### src/rtl/id_ex_stage.sv
// ID/EX pipeline register for the 5-stage RV32 core.
// Handles load-use hazard bubbles, branch flush and memory stall, and keeps a saturating bubble counter.
module id_ex_stage #(
  parameter int unsigned XLEN  = 32,
  parameter int unsigned CNT_W = 16
) (
  input  logic             clk,
  input  logic             reset,
  input  logic [7:0]       id_ctl,
  input  logic [4:0]       id_rs1,
  input  logic [4:0]       id_rs2,
  input  logic [4:0]       id_rd,
  input  logic [XLEN-1:0]  id_rs1_data,
  input  logic [XLEN-1:0]  id_rs2_data,
  input  logic [XLEN-1:0]  id_imm,
  input  logic [XLEN-1:0]  id_pc,
  input  logic [3:0]       id_funct,
  input  logic             flush,
  input  logic             mem_stall,
  output logic [7:0]       ex_ctl,
  output logic [4:0]       ex_rs1,
  output logic [4:0]       ex_rs2,
  output logic [4:0]       ex_rd,
  output logic [XLEN-1:0]  ex_rs1_data,
  output logic [XLEN-1:0]  ex_rs2_data,
  output logic [XLEN-1:0]  ex_imm,
  output logic [XLEN-1:0]  ex_pc,
  output logic [3:0]       ex_funct,
  output logic             pc_write,
  output logic             ifid_write,
  output logic             hazard,
  output logic [CNT_W-1:0] bubble_cnt
);

  logic bubble;

  // rs2 is compared for every format; a false stall is harmless, a missed one is not.
  always_comb begin
    hazard     = ex_ctl[4] & (ex_rd != '0) & ((ex_rd == id_rs1) | (ex_rd == id_rs2));
    bubble     = flush | hazard;
    pc_write   = reset | (~mem_stall & (flush | ~hazard));
    ifid_write = reset | (~mem_stall & (flush | ~hazard));
  end

  always_ff @(posedge clk) begin
    if (reset) begin
      ex_ctl      <= '0;
      ex_rs1      <= '0;
      ex_rs2      <= '0;
      ex_rd       <= '0;
      ex_rs1_data <= '0;
      ex_rs2_data <= '0;
      ex_imm      <= '0;
      ex_pc       <= '0;
      ex_funct    <= '0;
      bubble_cnt  <= '0;
    end else if (!mem_stall) begin
      ex_ctl      <= bubble ? '0 : id_ctl;
      ex_rd       <= bubble ? '0 : id_rd;
      ex_rs1      <= id_rs1;
      ex_rs2      <= id_rs2;
      ex_rs1_data <= id_rs1_data;
      ex_rs2_data <= id_rs2_data;
      ex_imm      <= id_imm;
      ex_pc       <= id_pc;
      ex_funct    <= id_funct;
      if (bubble && (bubble_cnt != '1))
        bubble_cnt <= bubble_cnt + CNT_W'(1);
    end
  end

endmodule

### config.mk
export PLATFORM = sky130hd
export DESIGN_NAME = id_ex_stage
export DESIGN_NICKNAME = d
export VERILOG_FILES = /design/src/rtl/id_ex_stage.sv
export SDC_FILE = /design/constraint.sdc
export NUM_CORES = 1
export LEC_CHECK = 0
export ABC_AREA = 1
export ABC_CLOCK_PERIOD_IN_PS = 1630
export CORE_MARGIN = 5
export CORE_UTILIZATION = 25
export DETAILED_ROUTE_END_ITERATION = 16
export HOLD_SLACK_MARGIN = 0.05
export PLACE_DENSITY = 0.54
export SYNTH_ARGS = -nofsm -noshare
export SYNTH_HDL_FRONTEND = slang
export SYNTH_SLANG_ARGS = --single-unit
### constraint.sdc
create_clock -name clk -period 1.63 [get_ports clk]
set_input_delay 0.326 -clock clk [delete_from_list [all_inputs] [get_ports clk]]
set_output_delay 0.326 -clock clk [all_outputs]
set_load 0.01 [all_outputs]
# ---- Word-level counts from Yosys, hierarchy flattened
# Index checks and enable logic that the tools add are counted.
dict set report totals {
  ff_bits 171
  in_bits 159
  output_inout_bits 174
  elab_cells 28
}
dict set report op_classes {
  n_addsub 1
  eq_ne 3
  muxes 2
  n_bitwise 9
  reduce_logical 3
}
# operator count
set ops {}
lappend ops {{adder 16 x 1 -> 16 bit, second input constant} 1}
lappend ops {{!= test 16 bit, second input constant} 1}
lappend ops {{equality test 5 bit} 2}
lappend ops {{2-to-1 mux 8 bit} 1}
lappend ops {{2-to-1 mux 5 bit} 1}
lappend ops {{nonzero test 5 bit} 1}
lappend ops {{OR 1 bit} 4}
lappend ops {{AND 1 bit} 3}
lappend ops {{inverter 1 bit} 2}
lappend ops {{AND reduction 2 bit} 1}
lappend ops {{logical AND 1 bit} 1}

# ---- Longest topological paths before layout
# Gate-level depths: netlist of the first run.
dict set report depth {
  ltp_word 7
  mapped_depth 13
  mapped_depth_nobuf 12
}

# ---- Worst setup path after synthesis of the first run
# No wires, ideal clock.
dict set report synth_path {
  path_type {input port to output port}
  startpoint {in mem_stall}
  endpoint {out pc_write}
  arrival_ns 1.466
  t_required_ns 1.304
  setup_slack_ns -0.162
  path_stages 8
  path_buffers 5
  cell_sequence {buf_2 -> buf_4 -> inv_1 -> buf_2 -> buf_2 -> o21ai_0 -> nand2_1 -> buf_4}
}
dict set report synth_via {
  elab_chain_len 3
}
# element line_no
set synth_rtl {}
lappend synth_rtl {{start, declared} 19} ;# input logic mem_stall,
lappend synth_rtl {{inverter 1 bit (no line)} n/a}
lappend synth_rtl {{AND 1 bit} n/a}
lappend synth_rtl {{OR 1 bit} n/a}
lappend synth_rtl {{end, declared} 29} ;# output logic pc_write,
# No other way between the ends.

# ---- Worst setup path after layout of the first run
dict set report layout_path {
  startpoint {reg ex_rd[1]}
  endpoint {out ifid_write}
}
dict set report layout_via {
  elab_chain_len 7
  word_cells_on_any_way 10
  classes_between {2 x eq/ne; 7 x bitwise; 1 x reduce/logical}
}
# element line_no
set layout_rtl {}
lappend layout_rtl {{start, declared} 23} ;# output logic [4:0] ex_rd,
lappend layout_rtl {{start signal, assigned} 59} ;# ex_rd <= bubble ? '0 : id_rd;
lappend layout_rtl {{equality test 5 bit or nonzero test 5 bit (tied branches)} 39} ;# hazard = ex_ctl[4] & (ex_rd != '0) & ((ex_rd == id_rs1) | (ex_rd == id_rs2));
lappend layout_rtl {{OR 1 bit or AND 1 bit (tied branches)} 39}
lappend layout_rtl {{AND 1 bit *} 39}
lappend layout_rtl {{inverter 1 bit *} 42} ;# ifid_write = reset | (~mem_stall & (flush | ~hazard));
lappend layout_rtl {{OR 1 bit *} 42}
lappend layout_rtl {{AND 1 bit *} 42}
lappend layout_rtl {{OR 1 bit *} 42}
lappend layout_rtl {{end, declared} 30} ;# output logic ifid_write,
# Every way passes the cells marked *; elsewhere a longest branch is shown, timed or not.

==> results of run 1 <==
## final timing paths
check	start	to	slack, ps	cells past startpoint
max reg2reg	ex_rd[1]$_SDFFE_PP0N_	bubble_cnt[12]$_SDFFE_PP0P_	-90	13
min	id_rs2[4]	ex_rs2[4]$_SDFFE_PP0N_	420	4
max	ex_rd[1]$_SDFFE_PP0N_	ifid_write	-400	10
min reg2reg	ex_ctl[6]$_SDFFE_PP0N_	ex_ctl[6]$_SDFFE_PP0N_	460	2
## tightest hold or removal path: stages
cell and delay (ps):
dlygate4sd2_1 250, inv_1 70, buf_4 100, a21oi_1 50
## power groups by stage
stage,Sequential (uW),Combinational [uW],Clock (uW)
4_1_cts,4600,1720,4500
3_3_place_gp,4690,1860,0
6_report,4600,1710,4330
3_5_place_dp,4700,1860,0
5_1_grt,4630,1890,4660
2_1_floorplan,4820,544,0
## sequential cells by signal (all words and copies together) (netlist names)
register / flops
ex_funct: 4
ex_rd: 5
ex_rs1: 5
bubble_cnt: 16
ex_rs2: 5
ex_rs2_data: 32
ex_pc: 32
ex_ctl: 8
ex_imm: 32
ex_rs1_data: 32
## routing by layer
metal,wire (um),vias to the layer above
met4,351,2
met3,2734,23
met1,10490,3059
met5,20,-
met2,11240,249
li1,-,3505
## cells by family (layout without fill, tap and decap cells)
family                     count (synthesis)  count (layout)  share of synthesized area
other                                      0               1                          0
and+or+nand+nor                          431             434                     0.2650
xor gates and xnor gates                  12              12                    0.01612
adders and majority gates                  1               1                   0.001919
buffers and inverters                    100             461                    0.06601
AOI/OAI and AO/OA                        164             164                     0.1259
DFF                                      171             171                     0.5250
## per-stage QoR
stage	std cells	total power [uW]	area [um^2]	setup TNS, ps	hold slack, ps
after floorplan	879	5368	6531	-8.166	477.6
after global placement	1535	6554	10470	-19460	452.5
after detailed placement	1535	6568	10470	-21060	456.6
after CTS	1577	10820	11060	-2743	406.8
after global routing	1579	11180	11120	-7534	437.0
final	1579	10630	11120	-1838	422.8
## cells in the final DEF (no fill, tap or decap), types with 9 or more instances in the layout
master             n
nor2_1           304
dlygate4sd2_1    170
dfxtp_1          158
clkdlybuf4s50_1  156
o21ai_0          142
nand2_1           68
buf_4             43
inv_1             33
nand3_1           21
a21oi_1           19
clkbuf_16         17
nand2_2           12
dfxtp_2           12
xor2_1            10
buf_12            10
nand4_1            9
## cell type report
class,count,share of cell area
antenna,1,0.0002249
clock buffer,17,0.03824
clock inverter,15,0.01777
inverter,41,0.01451
multi-input combinational,611,0.2518
sequential,171,0.3094
tap,335,0.03768
timing repair buffer,388,0.3303
## synthesized netlist by cell type
master    number
clkinv_1       1
nand2_4        1
nand2_2        2
buf_6          1
nor3_1         3
buf_4          5
nand4_2        2
o21ai_0      144
inv_2          4
a21oi_1       20
dfxtp_1      171
nand2_1       78
inv_1         36
xor2_1        10
nand3_4        1
xnor2_1        2
buf_2         23
nand4_1        9
nor2_2         4
nand3_1       22
clkbuf_1      30
ha_1           1
nor4_1         1
nor2_1       308
## repair_timing
item,CTS,global route
gates cloned,4,0
pin swaps,6,13
setup endpoints to repair,203,34
gates resized for setup,209,25
setup buffers,6,1
==> flow_metrics.env, run 1 <==
export IMPL_cts_buffer_depth=2
export IMPL_seqPwrFrac=0.432
export IMPL_setup_slack_ps=-403.4
export IMPL_finalMaxSlewViolations=0
export IMPL_synth_top_cell_area_share=0.5250
export IMPL_cp_common_cell="nand2_2"
export IMPL_seq_area_frac_synth=0.5250
export IMPL_yosysTopAreaCell="dfxtp_1"
export IMPL_powerDensity_nw_per_um2=955.8
export IMPL_finalHoldViolations=0
export IMPL_worstPathRequired_ps=1300
export IMPL_use_met1=0.2033
export IMPL_synth_area_leaders="dfxtp_1 53%, nor2_1 18%, o21ai_0 11%, nand2_1 4.5%, inv_1 2.1%"
export IMPL_crit_arrival_ps=1710
export IMPL_core_area_um2=25840
export IMPL_place_ws_ps=-879.1
export IMPL_fmax_mhz=491.8
export IMPL_antenna_found_initial=2
export IMPL_top_usage_layer="met2"
export IMPL_grt_pass1_wl_mm=37.40
export IMPL_finalCriticalPeriod_ps=2033
export IMPL_path_clk_slew_ps=80
export IMPL_holdCritPathClass="input pin to register"
export IMPL_drtIter0Drc=301
export IMPL_die_area_um2=29410
export IMPL_clk_latency_ps=430
export IMPL_grt_use_met3=0.06274
export IMPL_crit_buf_inv=2
export IMPL_multi_input_area_um2=2801
export IMPL_cp_slowest_cell="dfxtp_4"
export IMPL_cts_sinks=171
export IMPL_setup_viol=20
export IMPL_violations="negative setup slack"
export IMPL_switchingPower_uw=2933
export IMPL_post_route_util=0.4306
export IMPL_synthesis_area_um2=6520
export IMPL_seqCellArea_um2=3442
export IMPL_grt_use_met2=0.2588
export IMPL_intPower_uw=7700
export IMPL_totalWireLength_mm=24.84
export IMPL_maxSlewHeadroom=0.7465
export IMPL_synthCells=879
export IMPL_cp_max_fo=3
export IMPL_cp_slowest_stage_delay_ps=360
export IMPL_rows=59
export IMPL_critical_path_class="register to output port"
export IMPL_drtAntennaViolNets=0
export IMPL_drive_above_1_share=0.1167
export IMPL_dp_hpwl_mm=17.80
export IMPL_grt_max_degree=71
export IMPL_leakage_uw=0.005263
export IMPL_rsz0062_at_grt="true"
export IMPL_portBuffers=332
export IMPL_die_w_um=171.5
export IMPL_cp_top_family="simple AND/OR/NAND/NOR gates"
export IMPL_final_nets=1390
export IMPL_fin_crit_sh=1.247
export IMPL_cts_hold_buffers=0
export IMPL_tightest_slew_ps=380.3
export IMPL_end_kind="output port"
export IMPL_chipHeight_um=171.5
export IMPL_vias=6838
export IMPL_grt_pass1_vias=6446
export IMPL_max_cap_violations=0
export IMPL_wl_per_cell_um=15.73
export IMPL_drt_vias_per_instance=4.331
export IMPL_grt_remaining_overflow=0
export IMPL_cts_tree="done"
export IMPL_path_cells="buf_6 > nand2_2 > nand2_2 > nor2_2 > nand3_1 > nand2_1 > nand2_2 > o21ai_1 > nand2_1 > buf_2"
export IMPL_synthToLayoutAreaGrowth_pct=70.62
export IMPL_power_frac_clock=0.407
export IMPL_cts_buffers=17
export IMPL_status="complete, but fails checks"
export IMPL_ys_ff_latch=171
export IMPL_n_fill_cell=2697
export IMPL_yosys_warnings=0
export IMPL_drt_pass1_iter_count=4
export IMPL_cp_start_kind="register"
export IMPL_avgSynthCellArea_um2=7.418
export IMPL_synth_cell_types=24
export IMPL_num_io_pins=333
export IMPL_synth_nets=1039
export IMPL_place_gp_congestion=0.7633
export IMPL_combPwrFrac=0.160
export IMPL_switching_share=0.2758
export IMPL_fin_skew_ps=9.321
export IMPL_cts_htree_levels=4
export IMPL_grt_usage=0.1620
export IMPL_vdd_drop_max_mv=0.5786
export IMPL_route_detailed_drc=0
export IMPL_initial_core_util=0.2523
export IMPL_cts_root_buf="clkbuf_16"
No activity file was read; power rests on OpenSTA's default activity.
==> run 2: changes to the inputs <==
CORE_ASPECT_RATIO = 1.25   (was default)
CTS_BUF_LIST = sky130_fd_sc_hd__clkbuf_2   (was default)
==> run 2 against run 1 <==
Compared with the run above: the run still ends with negative setup slack left; count of clock-buffer cells in the layout unchanged; critical path depth unchanged; clock skew up 21 ps; flip-flop and latch count unchanged; worst setup slack worse by 380 ps; clock power down 41%; cell count up 9.6%; non-clock buffer count up 145; utilization up 7.0 points; hold slack worse by 290 ps; highest routed layer unchanged; first-iteration DRC count up 3.0%; cell area up 16%.
==> flow_metrics.env, run 2 (synthesis gave the netlist of run 1 again) <==
export IMPL_r2r_end="ex_rd[1]$_SDFFE_PP0N_"
export IMPL_chipHeight_um=190.6
export IMPL_cp_top_family="simple AND/OR/NAND/NOR gates"
export IMPL_core_area_um2=25850
export IMPL_place_gp_congestion=0.7961
export IMPL_vdd_drop_max_mv=0.5170
export IMPL_fin_skew_ps=30.40
export IMPL_crit_buf_inv=2
export IMPL_initial_core_util=0.2523
export IMPL_finalCriticalPeriod_ps=2418
export IMPL_drtIter0Drc=310
export IMPL_leakage_uw=0.005643
export IMPL_cts_sinks=171
export IMPL_crit_arrival_ps=2090
export IMPL_holdCritPathClass="input pin to register"
export IMPL_cp_slowest_cell="dfxtp_2"
export IMPL_finalHoldWorstSlack_ps=129.6
export IMPL_die_w_um=154.4
export IMPL_end_kind="output port"
export IMPL_setup_slack_ps=-788.4
export IMPL_cts_htree_levels=4
export IMPL_synthToLayoutAreaGrowth_pct=98.58
export IMPL_finalMaxSlewViolations=0
export IMPL_r2r_setup_slack_ps=-260
export IMPL_fin_area_um2=12950
export IMPL_violations="negative setup slack"
export IMPL_max_cap_violations=0
export IMPL_ff2ff_path_depth=13
export IMPL_dp_hpwl_mm=17.68
export IMPL_drt_vias_per_instance=4.370
export IMPL_rows=66
export IMPL_worstSetupPathDepth=10
export IMPL_cts_root_buf="clkbuf_2"
export IMPL_wl_per_cell_um=15.63
export IMPL_setup_viol=41
export IMPL_route_detailed_drc=0
export IMPL_die_area_um2=29430
export IMPL_placed_area_um2=10400
export IMPL_rsz0062_at_grt="true"
export IMPL_whs_path_depth=4
export IMPL_drt_pass1_iter_count=6
export IMPL_post_route_util=0.5009
export IMPL_grt_usage=0.1806
export IMPL_cts_buffers=17
export IMPL_totalWireLength_mm=27.04
export IMPL_hold_end="ex_rs2[2]$_SDFFE_PP0N_"
export IMPL_grt_max_degree=87
export IMPL_maxSlewHeadroom=0.6773
export IMPL_cp_max_fo=3
export IMPL_tns_ps=-9402
export IMPL_cts_tree="done"
export IMPL_grt_pass1_wl_mm=42.42
export IMPL_fmax_mhz=413.5
export IMPL_final_common_cell="nor2_1"
export IMPL_portBuffers=332
export IMPL_grt_pass1_vias=7829
export IMPL_r2r_start="ex_rd[1]$_SDFFE_PP0N_"
export IMPL_n_fill_cell=2433
export IMPL_drive_above_1_share=0.3636
export IMPL_path_cells="inv_2 > nand2_1 > nand2_1 > nor2_2 > nand3_2 > nand2_2 > nand2_2 > o21ai_1 > nand2_1 > buf_2"
export IMPL_min_from="mem_stall"
export IMPL_critical_path_class="register to output port"
export IMPL_tightest_slew_ps=484.0
export IMPL_powerDensity_nw_per_um2=738.2
export IMPL_finalHoldViolations=0
export IMPL_cts_buffer_depth=2
export IMPL_vias=7560
export IMPL_drtAntennaViolNets=0
export IMPL_seqCellArea_um2=3665
export IMPL_path_clk_slew_ps=270
export IMPL_clk_latency_ps=760
export IMPL_num_io_pins=333
export IMPL_cp_slowest_stage_delay_ps=420
export IMPL_fin_crit_sh=1.484
export IMPL_final_nets=1536
export IMPL_antenna_found_initial=2
export IMPL_grt_remaining_overflow=0
export IMPL_status="complete, but fails checks"
export IMPL_cp_common_cell="nand2_1"
export IMPL_multi_input_area_um2=2873
export IMPL_worstPathRequired_ps=1300
export IMPL_layout_common_cells="305 x nor2_1, 186 x buf_6, 160 x dfxtp_2, 157 x clkdlybuf4s50_1, 142 x o21ai_0"
export IMPL_cp_start_kind="register"
==> run 2: final cells by class <==
type	count	share of cell area
Timing Repair Buffer	533	0.4271
Sequential cell	171	0.2830
Multi-Input combinational cell	611	0.2219
Tap cell	340	0.03286
Clock inverter	15	0.01469
Inverter	41	0.01305
Clock buffer	17	0.006571
Timing Repair inverter	1	0.0005798
Antenna cell	1	0.0001933
==> run 2: power breakdown <==
group,total (uW),switching (uW),internal [uW],leakage [uW]
clock network,2560,1680,886,0.000153
logic,2280,925,1360,0.00402
registers,4710,205,4510,0.00147
==> run 2: worst max-delay path by stage <==
stage	start	to
6_report	ex_rd[1]$_SDFFE_PP0N_	pc_write
5_1_grt	ex_rd[1]$_SDFFE_PP0N_	ifid_write
4_1_cts	ex_rd[1]$_SDFFE_PP0N_	ifid_write
3_5_place_dp	id_rs1[0]	ifid_write
3_3_place_gp	id_rs1[0]	ifid_write
2_1_floorplan	mem_stall	pc_write
==> run 2: tightest hold or removal path: stages <==
cell	delay [ps]
buf_4	160
inv_6	50
buf_12	200
a21oi_1	130
==> run 2: repair_timing <==
| item | in CTS | in global routing |
|---|---|---|
| gates resized for setup | 1125 | 31 |
| pin swaps | 8 | 20 |
| cloned | 5 | 0 |
| buffers inserted | 17 | 11 |
| endpoints found under the setup margin | 203 | 214 |
| endpoints found under the hold margin | 126 | 0 |
| hold buffers | 133 | 0 |
==> run 2: routing by layer <==
metal / up-vias / GRT usage / routed length (um)
li1: 3793 / - / -
met1: 3438 / 0.2174 / 11560
met2: 290 / 0.3009 / 12530
met3: 37 / 0.06152 / 2287
met4: 2 / 0.06286 / 651
met5: - / 0 / 19
==> run 2: stage by stage <==
stage,setup WS [ps],std cells,power (uW)
final,-788.4,1730,9558
after global routing,-997.0,1730,10110
after CTS,-925.1,1719,9702
after detailed placement,-849.3,1534,6556
after global placement,-823.9,1534,6546
after floorplan,-8.166,879,5368
